===== src/rtl/alu_arbiter_if.sv =====
// alu_arbiter_if: request/response channels for two requesters plus
// the shared ALU operand/result bus and busy flag.
interface alu_arbiter_if #(
  parameter int XLEN = 32
);
  logic            req0_valid;
  logic            req0_ready;
  logic [XLEN-1:0] req0_rs1;
  logic [XLEN-1:0] req0_rs2;
  logic [2:0]      req0_ctrl;
  logic            req1_valid;
  logic            req1_ready;
  logic [XLEN-1:0] req1_rs1;
  logic [XLEN-1:0] req1_rs2;
  logic [2:0]      req1_ctrl;
  logic            rsp0_valid;
  logic            rsp0_ready;
  logic [XLEN-1:0] rsp0_rd;
  logic            rsp0_z;
  logic            rsp1_valid;
  logic            rsp1_ready;
  logic [XLEN-1:0] rsp1_rd;
  logic            rsp1_z;
  logic [XLEN-1:0] alu_rs1;
  logic [XLEN-1:0] alu_rs2;
  logic [2:0]      alu_ctrl;
  logic [XLEN-1:0] alu_rd;
  logic            alu_z;
  logic            busy;

  modport slave (
    input  req0_valid, req0_rs1, req0_rs2, req0_ctrl,
    input  req1_valid, req1_rs1, req1_rs2, req1_ctrl,
    input  rsp0_ready, rsp1_ready, alu_rd, alu_z,
    output req0_ready, req1_ready,
    output rsp0_valid, rsp0_rd, rsp0_z,
    output rsp1_valid, rsp1_rd, rsp1_z,
    output alu_rs1, alu_rs2, alu_ctrl, busy
  );

  modport master (
    output req0_valid, req0_rs1, req0_rs2, req0_ctrl,
    output req1_valid, req1_rs1, req1_rs2, req1_ctrl,
    output rsp0_ready, rsp1_ready, alu_rd, alu_z,
    input  req0_ready, req1_ready,
    input  rsp0_valid, rsp0_rd, rsp0_z,
    input  rsp1_valid, rsp1_rd, rsp1_z,
    input  alu_rs1, alu_rs2, alu_ctrl, busy
  );
endinterface


===== src/rtl/alu_arbiter.sv =====
// alu_arbiter: shares one ALU between two requesters, round-robin grant.
// Define ALU_ARB_FIXED_PRIO_EN for fixed priority (requester 0 wins).
module alu_arbiter #(
  parameter int XLEN    = 32,
  parameter int ALU_LAT = 1
) (
  input logic         clk,
  input logic         rst_n,
  alu_arbiter_if.slave bus
);
  localparam int CW = (ALU_LAT > 1) ? $clog2(ALU_LAT) : 1;
  localparam logic [CW-1:0] CNT_INIT = CW'(ALU_LAT - 1);

  typedef enum logic [1:0] {
    IDLE = 2'd0,
    EXEC = 2'd1,
    RESP = 2'd2
  } state_t;

  state_t          state_q, state_d;
  logic [CW-1:0]   cnt_q, cnt_d;
  logic            owner_q, owner_d;
  logic [XLEN-1:0] rs1_q, rs1_d;
  logic [XLEN-1:0] rs2_q, rs2_d;
  logic [2:0]      ctrl_q, ctrl_d;
  logic [1:0]      rv_q, rv_d;
  logic [1:0]      z_q, z_d;
  logic [XLEN-1:0] rd0_q, rd0_d;
  logic [XLEN-1:0] rd1_q, rd1_d;
`ifndef ALU_ARB_FIXED_PRIO_EN
  logic            rr_q, rr_d;
`endif

  logic v0, v1, gnt0, gnt1, idle, own_rdy;

  assign v0 = bus.req0_valid;
  assign v1 = bus.req1_valid;

`ifdef ALU_ARB_FIXED_PRIO_EN
  assign gnt0 = v0;
  assign gnt1 = v1 && !v0;
`else
  // rr_q names the requester favoured on a tie
  assign gnt0 = v0 && (!v1 || !rr_q);
  assign gnt1 = v1 && (!v0 || rr_q);
`endif

  // ready is forced low while reset is asserted
  assign idle    = rst_n && (state_q == IDLE);
  assign own_rdy = owner_q ? bus.rsp1_ready : bus.rsp0_ready;

  always_comb begin
    state_d = state_q;
    cnt_d   = cnt_q;
    owner_d = owner_q;
    rs1_d   = rs1_q;
    rs2_d   = rs2_q;
    ctrl_d  = ctrl_q;
    rv_d    = rv_q;
    z_d     = z_q;
    rd0_d   = rd0_q;
    rd1_d   = rd1_q;
`ifndef ALU_ARB_FIXED_PRIO_EN
    rr_d    = rr_q;
`endif
    unique case (state_q)
      IDLE: begin
        if (gnt0 || gnt1) begin
          owner_d = gnt1;
          rs1_d   = gnt1 ? bus.req1_rs1 : bus.req0_rs1;
          rs2_d   = gnt1 ? bus.req1_rs2 : bus.req0_rs2;
          ctrl_d  = gnt1 ? bus.req1_ctrl : bus.req0_ctrl;
          cnt_d   = CNT_INIT;
          state_d = EXEC;
        end
      end
      EXEC: begin
        if (cnt_q == '0) begin
          if (owner_q) begin
            rd1_d   = bus.alu_rd;
            z_d[1]  = bus.alu_z;
            rv_d[1] = 1'b1;
          end else begin
            rd0_d   = bus.alu_rd;
            z_d[0]  = bus.alu_z;
            rv_d[0] = 1'b1;
          end
          state_d = RESP;
        end else begin
          cnt_d = cnt_q - CW'(1);
        end
      end
      RESP: begin
        if (own_rdy) begin
          rv_d    = 2'b00;
`ifndef ALU_ARB_FIXED_PRIO_EN
          rr_d    = !owner_q;
`endif
          state_d = IDLE;
        end
      end
      default: state_d = IDLE;
    endcase
  end

  always_ff @(posedge clk or negedge rst_n) begin
    if (!rst_n) begin
      state_q <= IDLE;
      cnt_q   <= '0;
      owner_q <= 1'b0;
      rs1_q   <= '0;
      rs2_q   <= '0;
      ctrl_q  <= '0;
      rv_q    <= '0;
      z_q     <= '0;
      rd0_q   <= '0;
      rd1_q   <= '0;
`ifndef ALU_ARB_FIXED_PRIO_EN
      rr_q    <= 1'b0;
`endif
    end else begin
      state_q <= state_d;
      cnt_q   <= cnt_d;
      owner_q <= owner_d;
      rs1_q   <= rs1_d;
      rs2_q   <= rs2_d;
      ctrl_q  <= ctrl_d;
      rv_q    <= rv_d;
      z_q     <= z_d;
      rd0_q   <= rd0_d;
      rd1_q   <= rd1_d;
`ifndef ALU_ARB_FIXED_PRIO_EN
      rr_q    <= rr_d;
`endif
    end
  end

  assign bus.req0_ready = idle && gnt0;
  assign bus.req1_ready = idle && gnt1;
  assign bus.rsp0_valid = rv_q[0];
  assign bus.rsp1_valid = rv_q[1];
  assign bus.rsp0_rd    = rd0_q;
  assign bus.rsp1_rd    = rd1_q;
  assign bus.rsp0_z     = z_q[0];
  assign bus.rsp1_z     = z_q[1];
  assign bus.alu_rs1    = rs1_q;
  assign bus.alu_rs2    = rs2_q;
  assign bus.alu_ctrl   = ctrl_q;
  assign bus.busy       = (state_q != IDLE);
endmodule

===== src/flat_wrapper.sv =====
// flat-port wrapper written by rule: the top's interface ports become plain ports
module alu_arbiter_flat 
#(
  parameter int XLEN    = 32,
  parameter int ALU_LAT = 1
)
  (clk, rst_n, bus_req0_valid, bus_req0_rs1, bus_req0_rs2, bus_req0_ctrl, bus_req1_valid, bus_req1_rs1, bus_req1_rs2, bus_req1_ctrl, bus_rsp0_ready, bus_rsp1_ready, bus_alu_rd, bus_alu_z, bus_req0_ready, bus_req1_ready, bus_rsp0_valid, bus_rsp0_rd, bus_rsp0_z, bus_rsp1_valid, bus_rsp1_rd, bus_rsp1_z, bus_alu_rs1, bus_alu_rs2, bus_alu_ctrl, bus_busy);
  alu_arbiter_if #(.XLEN(XLEN)) bus_i ();
  input logic clk;
  input logic rst_n;
  input wire logic [$bits(bus_i.req0_valid)-1:0] bus_req0_valid;
  input wire logic [$bits(bus_i.req0_rs1)-1:0] bus_req0_rs1;
  input wire logic [$bits(bus_i.req0_rs2)-1:0] bus_req0_rs2;
  input wire logic [$bits(bus_i.req0_ctrl)-1:0] bus_req0_ctrl;
  input wire logic [$bits(bus_i.req1_valid)-1:0] bus_req1_valid;
  input wire logic [$bits(bus_i.req1_rs1)-1:0] bus_req1_rs1;
  input wire logic [$bits(bus_i.req1_rs2)-1:0] bus_req1_rs2;
  input wire logic [$bits(bus_i.req1_ctrl)-1:0] bus_req1_ctrl;
  input wire logic [$bits(bus_i.rsp0_ready)-1:0] bus_rsp0_ready;
  input wire logic [$bits(bus_i.rsp1_ready)-1:0] bus_rsp1_ready;
  input wire logic [$bits(bus_i.alu_rd)-1:0] bus_alu_rd;
  input wire logic [$bits(bus_i.alu_z)-1:0] bus_alu_z;
  output wire logic [$bits(bus_i.req0_ready)-1:0] bus_req0_ready;
  output wire logic [$bits(bus_i.req1_ready)-1:0] bus_req1_ready;
  output wire logic [$bits(bus_i.rsp0_valid)-1:0] bus_rsp0_valid;
  output wire logic [$bits(bus_i.rsp0_rd)-1:0] bus_rsp0_rd;
  output wire logic [$bits(bus_i.rsp0_z)-1:0] bus_rsp0_z;
  output wire logic [$bits(bus_i.rsp1_valid)-1:0] bus_rsp1_valid;
  output wire logic [$bits(bus_i.rsp1_rd)-1:0] bus_rsp1_rd;
  output wire logic [$bits(bus_i.rsp1_z)-1:0] bus_rsp1_z;
  output wire logic [$bits(bus_i.alu_rs1)-1:0] bus_alu_rs1;
  output wire logic [$bits(bus_i.alu_rs2)-1:0] bus_alu_rs2;
  output wire logic [$bits(bus_i.alu_ctrl)-1:0] bus_alu_ctrl;
  output wire logic [$bits(bus_i.busy)-1:0] bus_busy;
  assign bus_i.req0_valid = bus_req0_valid;
  assign bus_i.req0_rs1 = bus_req0_rs1;
  assign bus_i.req0_rs2 = bus_req0_rs2;
  assign bus_i.req0_ctrl = bus_req0_ctrl;
  assign bus_i.req1_valid = bus_req1_valid;
  assign bus_i.req1_rs1 = bus_req1_rs1;
  assign bus_i.req1_rs2 = bus_req1_rs2;
  assign bus_i.req1_ctrl = bus_req1_ctrl;
  assign bus_i.rsp0_ready = bus_rsp0_ready;
  assign bus_i.rsp1_ready = bus_rsp1_ready;
  assign bus_i.alu_rd = bus_alu_rd;
  assign bus_i.alu_z = bus_alu_z;
  assign bus_req0_ready = bus_i.req0_ready;
  assign bus_req1_ready = bus_i.req1_ready;
  assign bus_rsp0_valid = bus_i.rsp0_valid;
  assign bus_rsp0_rd = bus_i.rsp0_rd;
  assign bus_rsp0_z = bus_i.rsp0_z;
  assign bus_rsp1_valid = bus_i.rsp1_valid;
  assign bus_rsp1_rd = bus_i.rsp1_rd;
  assign bus_rsp1_z = bus_i.rsp1_z;
  assign bus_alu_rs1 = bus_i.alu_rs1;
  assign bus_alu_rs2 = bus_i.alu_rs2;
  assign bus_alu_ctrl = bus_i.alu_ctrl;
  assign bus_busy = bus_i.busy;
  alu_arbiter #(.XLEN(XLEN), .ALU_LAT(ALU_LAT)) u_core (.clk(clk), .rst_n(rst_n), .bus(bus_i));
endmodule

===== config.mk =====
export PLATFORM = sky130hd
export DESIGN_NAME = alu_arbiter_flat
export DESIGN_NICKNAME = d
export VERILOG_FILES = /design/src/rtl/alu_arbiter_if.sv /design/src/rtl/alu_arbiter.sv /design/src/flat_wrapper.sv
export SDC_FILE = /design/constraint.sdc
export NUM_CORES = 1
export LEC_CHECK = 0
export BUFFER_PORTS_ARGS = -buffer_cell sky130_fd_sc_hd__buf_4
export CAP_MARGIN = 20
export CORE_UTILIZATION = 39
export CTS_CLUSTER_DIAMETER = 60
export DETAILED_ROUTE_END_ITERATION = 6
export PLACE_DENSITY = 0.69
export SYNTH_ARGS = -nofsm -noshare
export SYNTH_HDL_FRONTEND = slang
export SYNTH_SLANG_ARGS = --single-unit

===== constraint.sdc =====
create_clock -name clk -period 2.3 [get_ports clk]
set_clock_uncertainty 0.2 [all_clocks]
set_input_delay 0.23 -clock clk [delete_from_list [all_inputs] [get_ports clk]]
set_output_delay 0.23 -clock clk [all_outputs]
set_load 0.01 [all_outputs]

=== After elaboration in Yosys (flattened, before gate mapping) ===
Index checks and enable logic that the tools add are counted.

* Flip-flop bits (word level): 140
* Input bits: 173
* Output and inout bits: 138
* Word-level logic and storage cells: 62

* Add/subtract/negate cells: 1
* Equality and inequality tests: 7
* Mux-type cells: 15
* Bitwise logic cells: 2
* Reduce and logical (&&, ||, !) cells: 24

{| class="wikitable"
|+ Operators by type and width
! operator !! number
|-
| $mux W32 || 2
|-
| $reduce_and A3 Y1 || 3
|-
| $mux W2 || 4
|-
| $reduce_and A4 Y1 || 2
|-
| $ne A2 B2 Y1 const B || 3
|-
| $pmux W2 S3 || 1
|-
| $reduce_and A2 Y1 || 3
|-
| $reduce_bool A2 Y1 || 3
|-
| $logic_and A1 B1 Y1 || 5
|-
| $mux W1 || 5
|-
| $logic_not A1 Y1 || 4
|-
| $ne A2 B1 Y1 const B || 2
|-
| $pmux W2 S2 || 1
|-
| $logic_or A1 B1 Y1 || 3
|-
| $mux W3 || 1
|-
| $eq A2 B1 Y1 const B || 1
|-
| $eq A2 B2 Y1 const B || 1
|-
| $logic_not A2 Y1 || 1
|-
| $not A1 Y1 || 2
|-
| $pmux W1 S2 || 1
|-
| $sub A1 B1 Y1 const B || 1
|}

=== Longest topological paths before layout ===
Gate-level depths: netlist (run 1).

* Depth in word-level cells: 6
* Mapped depth: 7
* Mapped depth without buffers: 5

=== Worst setup path after synthesis (run 1) ===
Ideal clock, no wire load.

* Path kind: register to register
* Start point: register u_core.state_q[1]
* End point: register u_core.rd1_q[0], in the netlist u_core.bus.rsp1_rd[0]
* Arrival time: 1.354 ns
* Slack: 0.622 ns
* Stages on the path, launching flop included: 6
* Clock period less this slack: 1.678 ns
* Path through: dfrtp_1 inv_1 ha_1 nand2_1 buf_2 mux2_2

* Longest elaborated chain between the ends: 2

{| class="wikitable"
|+ Ends and longest elaborated chain
! element !! line !! source
|-
| start, declared || alu_arbiter.sv:20 || <nowiki>state_t state_q, state_d;</nowiki>
|-
| start signal, assigned || alu_arbiter.sv:122 || <nowiki>state_q <= state_d;</nowiki>
|-
| $eq A2 B1 Y1 || alu_arbiter.sv:66 || <nowiki>unique case (state_q)</nowiki>
|-
| $reduce_and A3 Y1 (no source line) || -- ||
|-
| end signal, assigned || alu_arbiter.sv:131 || <nowiki>rd1_q <= rd1_d;</nowiki>
|-
| end, declared || alu_arbiter.sv:29 || <nowiki>logic [XLEN-1:0] rd1_q, rd1_d;</nowiki>
|}

Every way passes these cells.
A chain may end at the register's enable or synchronous reset.

=== Worst setup path in the final report (run 1) ===
* Start point: register u_core.state_q[0]
* End point: output port bus_req1_ready

* Longest elaborated chain between the ends: 3

{| class="wikitable"
|+ Ends and longest elaborated chain
! element !! line !! source
|-
| $logic_not A2 Y1 || alu_arbiter.sv:49 || <nowiki>assign idle = rst_n && (state_q == IDLE);</nowiki>
|-
| $logic_and A1 B1 Y1 || alu_arbiter.sv:49 ||
|-
| $logic_and A1 B1 Y1 || alu_arbiter.sv:139 || <nowiki>assign bus.req1_ready = idle && gnt1;</nowiki>
|-
| end, declared || flat_wrapper.sv:24 || <nowiki>output wire logic [$bits(bus_i.req1_ready)-1:0] bus_req1_ready;</nowiki>
|}

Every way passes these cells.

==> flow_summary.ini, run 1 <==
[run_status]
outcome = completed

[logic_synthesis]
ys_top_cells_by_count = dfrtp_1, nand3_1, nor2_1
synth_area_leaders = dfrtp_1, mux2_2, a31oi_2
synth_top_area_share_pct = 54.2
yosys.cell_count.top_type = dfrtp_1
yosysUniqueCellTypes = 28
synth-edff-count = 0
syn_nets = 738
yosysSeqAreaShare_pct = 54.2
ys.flop_type = dfrtp_1
avgSynthCellArea_um2 = 11.4
yosys.area.top_type = dfrtp_1
ys_ff_latch = 139
async_reset_ff_share_pct = 100
synth.cell_area_um2 = 6420
ys_warn_count = 0
synthCells = 561

[route]
wirelength_mm = 22.7
drc = 0
firstDrtPassIters = 5
vias = 6497
vias_per_cell = 5.17
drtIter0Drc = 270
post_drt_wl_per_cell_um = 18.1
ant_nets = 0

[global_routing]
grt_pass1_wl_mm = 34.1
antenna_found_initial = 0
grt_pass1_vias = 6762
grt_max_degree = 140
track_usage_pct = 26.4
grt.overflow.total = 0

[floorplanning]
fp.dieH_um = 130
fp.dieW_um = 130
ios = 311
core_um2 = 16000
dieArea_um2 = 17000
initial_core_util_pct = 40.1
rows = 46

[cells_and_area]
antenna_cells = 0
fin_nets = 1205
post-route-cell-area_um2 = 11300
drive_above_1_share_pct = 46.1
syn2layout_area_growth_pct = 76.0

[timing]
rsz0062_at_grt = false
worst_slew_pin_slew_ns = 0.777
maxSlewViolCount = 0
slew_headroom_pct = 48.2
period_minus_slack_ns = 2.15
tns_ns = 0
setup_violations = 0
timing.fmax_mhz = 464
finalHoldViolCount = 0
fin_crit_sh_pct = 93.6

[power]
p_sw_mw = 4.90
p_per_area_nw_per_um2 = 1230
power_frac_clock_pct = 20.4
switching_share_pct = 35.2
seqPwrFrac_pct = 32.1
vdd_ir_drop_max_v = 0.000545
p_int_mw = 9.03
leakage_nw = 5.04
finalPower_mw = 13.9
pwr-share-comb_pct = 47.6

[cts]
cts_root_buffer = clkbuf_16
htree_levels = 4
cts_resized = 0
cts.clk_slew.worst_paths_ns = 0.07
numCtsBuffers = 17
clock_path_buffers = 2
clock_sinks = 139
cts_tree = done
clkLatencyLatePin_ns = 0.41

[placement]
gp_congestion = 0.761
port_buffers = 310
detailed_place_hpwl_mm = 13.8
placed_area_um2 = 8950

[critical_path]
worstPathRequired_ns = 1.87
cp_max_fo = 7
arrival_ns = 1.72
crit_path_end_kind = output pin
start_kind = register
path_class = register to output pin

[job]
cap_violations = 0

[hold_path]
min_path_type = input port to register
power by group through the flow:
stage / sequential, mW / combinational (mW) / clock (mW)
2_1_floorplan: 4.93 / 2.80 / 0
3_3_place_gp: 4.40 / 6.06 / 0
3_5_place_dp: 4.46 / 6.22 / 0
4_1_cts: 4.44 / 6.54 / 2.90
5_1_grt: 4.61 / 7.17 / 2.99
6_report: 4.47 / 6.63 / 2.84
registers in the layout (all words and copies together) (netlist names):
register and flops:
u_core.state_q 2, u_core.z_q 2, u_core.rr_q 1, u_core.bus.alu_ctrl 3, u_core.bus.alu_rs2 32, u_core.bus.alu_rs1 32
u_core.bus.rsp0_rd 32, u_core.bus.rsp1_rd 32, u_core.owner_q 1, u_core.rv_q 2
through the flow:
stage,util [%],hold slack (ns),cells,setup slack [ns]
global route,70.6,0.0526,1256,0.0124
detailed placement,55.9,0.233,1051,0.364
finish,70.6,0.0317,1256,0.146
global placement,55.9,0.225,1051,0.455
CTS,70.4,0.0130,1252,0.0240
floorplan,-,-0.266,561,0.622
cell families after synthesis:
group,share of synthesized area [%]
AOI/OAI and AO/OA,17.9
and+or+nand+nor,10.0
DFF,54.2
buffers and inverters,5.03
adders and majority gates,0.779
muxes,12.1
per-layer routing:
metal  vias up  share of wire, %  GRT usage (%)
met5         -                 0              0
met4         0               3.3           12.4
met3        62               8.5           7.67
met2       363                49           45.2
met1      3105                39           30.5
li1       2967                 -              -
final timing paths:
check                                       startpoint                      to  slack, ns  cells past startpoint
max in group asynchronous                        rst_n  u_core.bus.alu_rs2[17]       0.93                      3
worst min register to register  u_core.bus.rsp0_rd[18]  u_core.bus.rsp0_rd[18]       0.30                      1
min in group asynchronous                        rst_n  u_core.bus.alu_rs2[31]       0.35                      3
worst max register to register       u_core.state_q[0]  u_core.bus.alu_rs2[24]       0.15                      6
worst max-delay path                 u_core.state_q[0]          bus_req1_ready       0.15                      5
worst min-delay path                    bus_req1_valid   u_core.bus.alu_rs1[4]       0.03                      3
worst max-delay path: stages, from the launching register on:
cell and delay, ns:
dfrtp_1 0.40, inv_1 0.11, ha_1 0.35, nand2_1 0.10
nor3_1 0.19, buf_4 0.17
repair_timing:
item,4_1_cts,5_1_grt
endpoints found under the hold margin,273,0
hold buffers,170,0
setup endpoints to repair,0,5
setup buffers,0,2
cell type report:
cell class	count	area, um^2
Sequential cell	139	3480
Inverter	7	26.3
Clock inverter	12	163
Fill cell	1103	4700
Clock buffer	19	453
Tap cell	216	270
Multi-Input combinational cell	367	2640
Timing Repair Buffer	496	4270
cell usage in the layout, fill, tap and decap left out, types with 18 or more instances in the layout:
cell type      netlist  final
buf_4                4    316
dlygate4sd3_1        0    170
dfrtp_1            139    139
nand3_1             68     68
nor2_1              68     68
mux2_2              67     67
o21ai_0             52     52
a31oi_2             50     50
o21ai_1             18     18
(Power assumes the default switching activity.)
==> run 2, diff against run 1 <==
Settings changed: CELL_PAD_IN_SITES_DETAIL_PLACEMENT set to 1, CELL_PAD_IN_SITES_GLOBAL_PLACEMENT set to 1, CORE_UTILIZATION 39 to 35, PLACE_DENSITY 0.69 to unset, PLACE_DENSITY_LB_ADDON set to 0.1.
==> flow_summary.ini, run 2 (synthesis gave the netlist of run 1 again) <==
[timing]
setup_violations = 0
timing.fmax_mhz = 457
whs_ns = 0.0540
fin_crit_sh_pct = 95.1
worst_slew_pin_slew_ns = 0.647
rsz0062_at_grt = false
period_minus_slack_ns = 2.19
tns_ns = 0
finalHoldViolCount = 0
maxSlewViolCount = 0
slew_headroom_pct = 56.8

[cells_and_area]
fin_util_pct = 62.8
final_common_cell = buf_4
fill_cells = 1900
syn2layout_area_growth_pct = 75.7
post-route-cell-area_um2 = 11300
drive_above_1_share_pct = 46.2
final_cell_mix = buf_4, dlygate4sd3_1, dfrtp_1
fin_nets = 1204

[power]
pwr-share-comb_pct = 48.9
p_per_area_nw_per_um2 = 1240
p_int_mw = 8.72
vdd_ir_drop_max_v = 0.000605
power_frac_clock_pct = 18.9
leakage_nw = 5.01
p_sw_mw = 5.23
finalPower_mw = 13.9
switching_share_pct = 37.5
seqPwrFrac_pct = 32.2

[route]
m1WireLength_mm = 10.2
post_drt_wl_per_cell_um = 21.2
top_layer_used = met4
drtIter0Drc = 236
ant_nets = 0
wirelength_mm = 26.9
drc = 3
vias = 6594
firstDrtPassIters = 7
met2WireLength_mm = 13.6
vias_per_cell = 5.18
wl_met3_mm = 1.95

[job]
cap_violations = 0

[global_routing]
grt_pass1_vias = 7350
track_usage_pct = 28.4
grt_pass1_wl_mm = 40.1
grt_max_degree = 110
antenna_found_initial = 2
grt.overflow.total = 0

[critical_path]
arrival_ns = 2.35
start_kind = register
rr_startpoint = u_core.rr_q
cp_max_fo = 32
worstRegToRegCells = 5
crit_path_end_kind = register
worstPathRequired_ns = 2.46
crit_start = u_core.rr_q
path_class = register to register

[cts]
cts.clk_slew.worst_paths_ns = 0.06
numCtsBuffers = 17
clock_sinks = 139
htree_levels = 4
cts_tree = done
clkLatencyLatePin_ns = 0.42
cts_root_buffer = clkbuf_16
clock_path_buffers = 2

[hold_path]
hold_depth = 3
min-delay-start = bus_req1_valid
min_path_type = input port to register

[placement]
port_buffers = 310
gp_congestion = 0.777
detailed_place_hpwl_mm = 15.6
placed_area_um2 = 8970

[floorplanning]
fp.dieH_um = 137
rows = 49
initial_core_util_pct = 35.7
dieArea_um2 = 18900
core_um2 = 18000
fp.dieW_um = 137
ios = 311

[run_status]
outcome = finished, violations left
violations = DRC
run 2: changes by cell type in the layout (fill, tap and decap cells not counted):
| cell | change |
|---|---|
| clkbuf_8 | -1 |
| clkinv_4 | -3 |
| inv_8 | +3 |
| clkinv_2 | -1 |
| clkinvlp_4 | +3 |
| diode_2 | +3 |
| nand2b_4 | +1 |
| nand2b_2 | -1 |
| bufinv_16 | -3 |
| buf_4 | -2 |
| inv_6 | +3 |
| buf_12 | +1 |
| ha_2 | +1 |
| ha_1 | -1 |
run 2: area by class of cell:
class,instances,area (um^2),share of cell area (%)
clock buffer,18,439,3.89
antenna,3,7.51,0.0665
timing repair buffer,495,4270,37.8
clock inverter,14,124,1.10
tap,229,287,2.54
sequential,139,3480,30.8
inverter,7,26.3,0.233
multi-input combinational,367,2650,23.5
run 2: worst max-delay path, cell delays in order, from the launching register on:
cell and delay, ns:
dfrtp_1 0.44, nand2b_4 0.32, buf_12 0.24, nand3_1 0.11
a31oi_1 0.22, dlygate4sd3_1 0.58
run 2: layer usage:
| metal | vias up | GRT usage (%) |
|---|---|---|
| li1 | 2964 | - |
| met1 | 3247 | 31.6 |
| met2 | 308 | 48.8 |
| met3 | 75 | 8.20 |
| met4 | 0 | 14.8 |
| met5 | - | 0 |
run 2: final timing paths:
path / endpoint / slack, ns
max: u_core.bus.alu_rs2[29] / 0.11
min: u_core.bus.alu_rs1[24] / 0.05
max reg2reg: u_core.bus.alu_rs2[29] / 0.11
min reg2reg: u_core.z_q[0] / 0.31
max in group asynchronous: u_core.bus.rsp1_rd[1] / 0.89
min in group asynchronous: u_core.bus.alu_rs2[23] / 0.10
run 2: stage by stage:
stage          setup slack (ns)  cells
6_report                  0.112   1272
5_1_grt                  0.0114   1272
4_1_cts                  0.0260   1265
3_5_place_dp              0.326   1063
3_3_place_gp              0.428   1063
2_1_floorplan             0.622    561
run 2: power groups by stage:
stage	logic, mW	registers, mW	clock network, mW
after floorplan	2.80	4.93	0
after global placement	6.12	4.40	0
after detailed placement	6.34	4.48	0
after CTS	6.66	4.45	2.69
after global routing	7.36	4.63	2.79
final	6.82	4.49	2.64
run 2: repair_timing:
item | CTS | global route
resized for setup | 0 | 2
buffers inserted | 0 | 2
endpoints found under the hold margin | 164 | 0
endpoints found under the setup margin | 0 | 5
hold buffers | 170 | 0
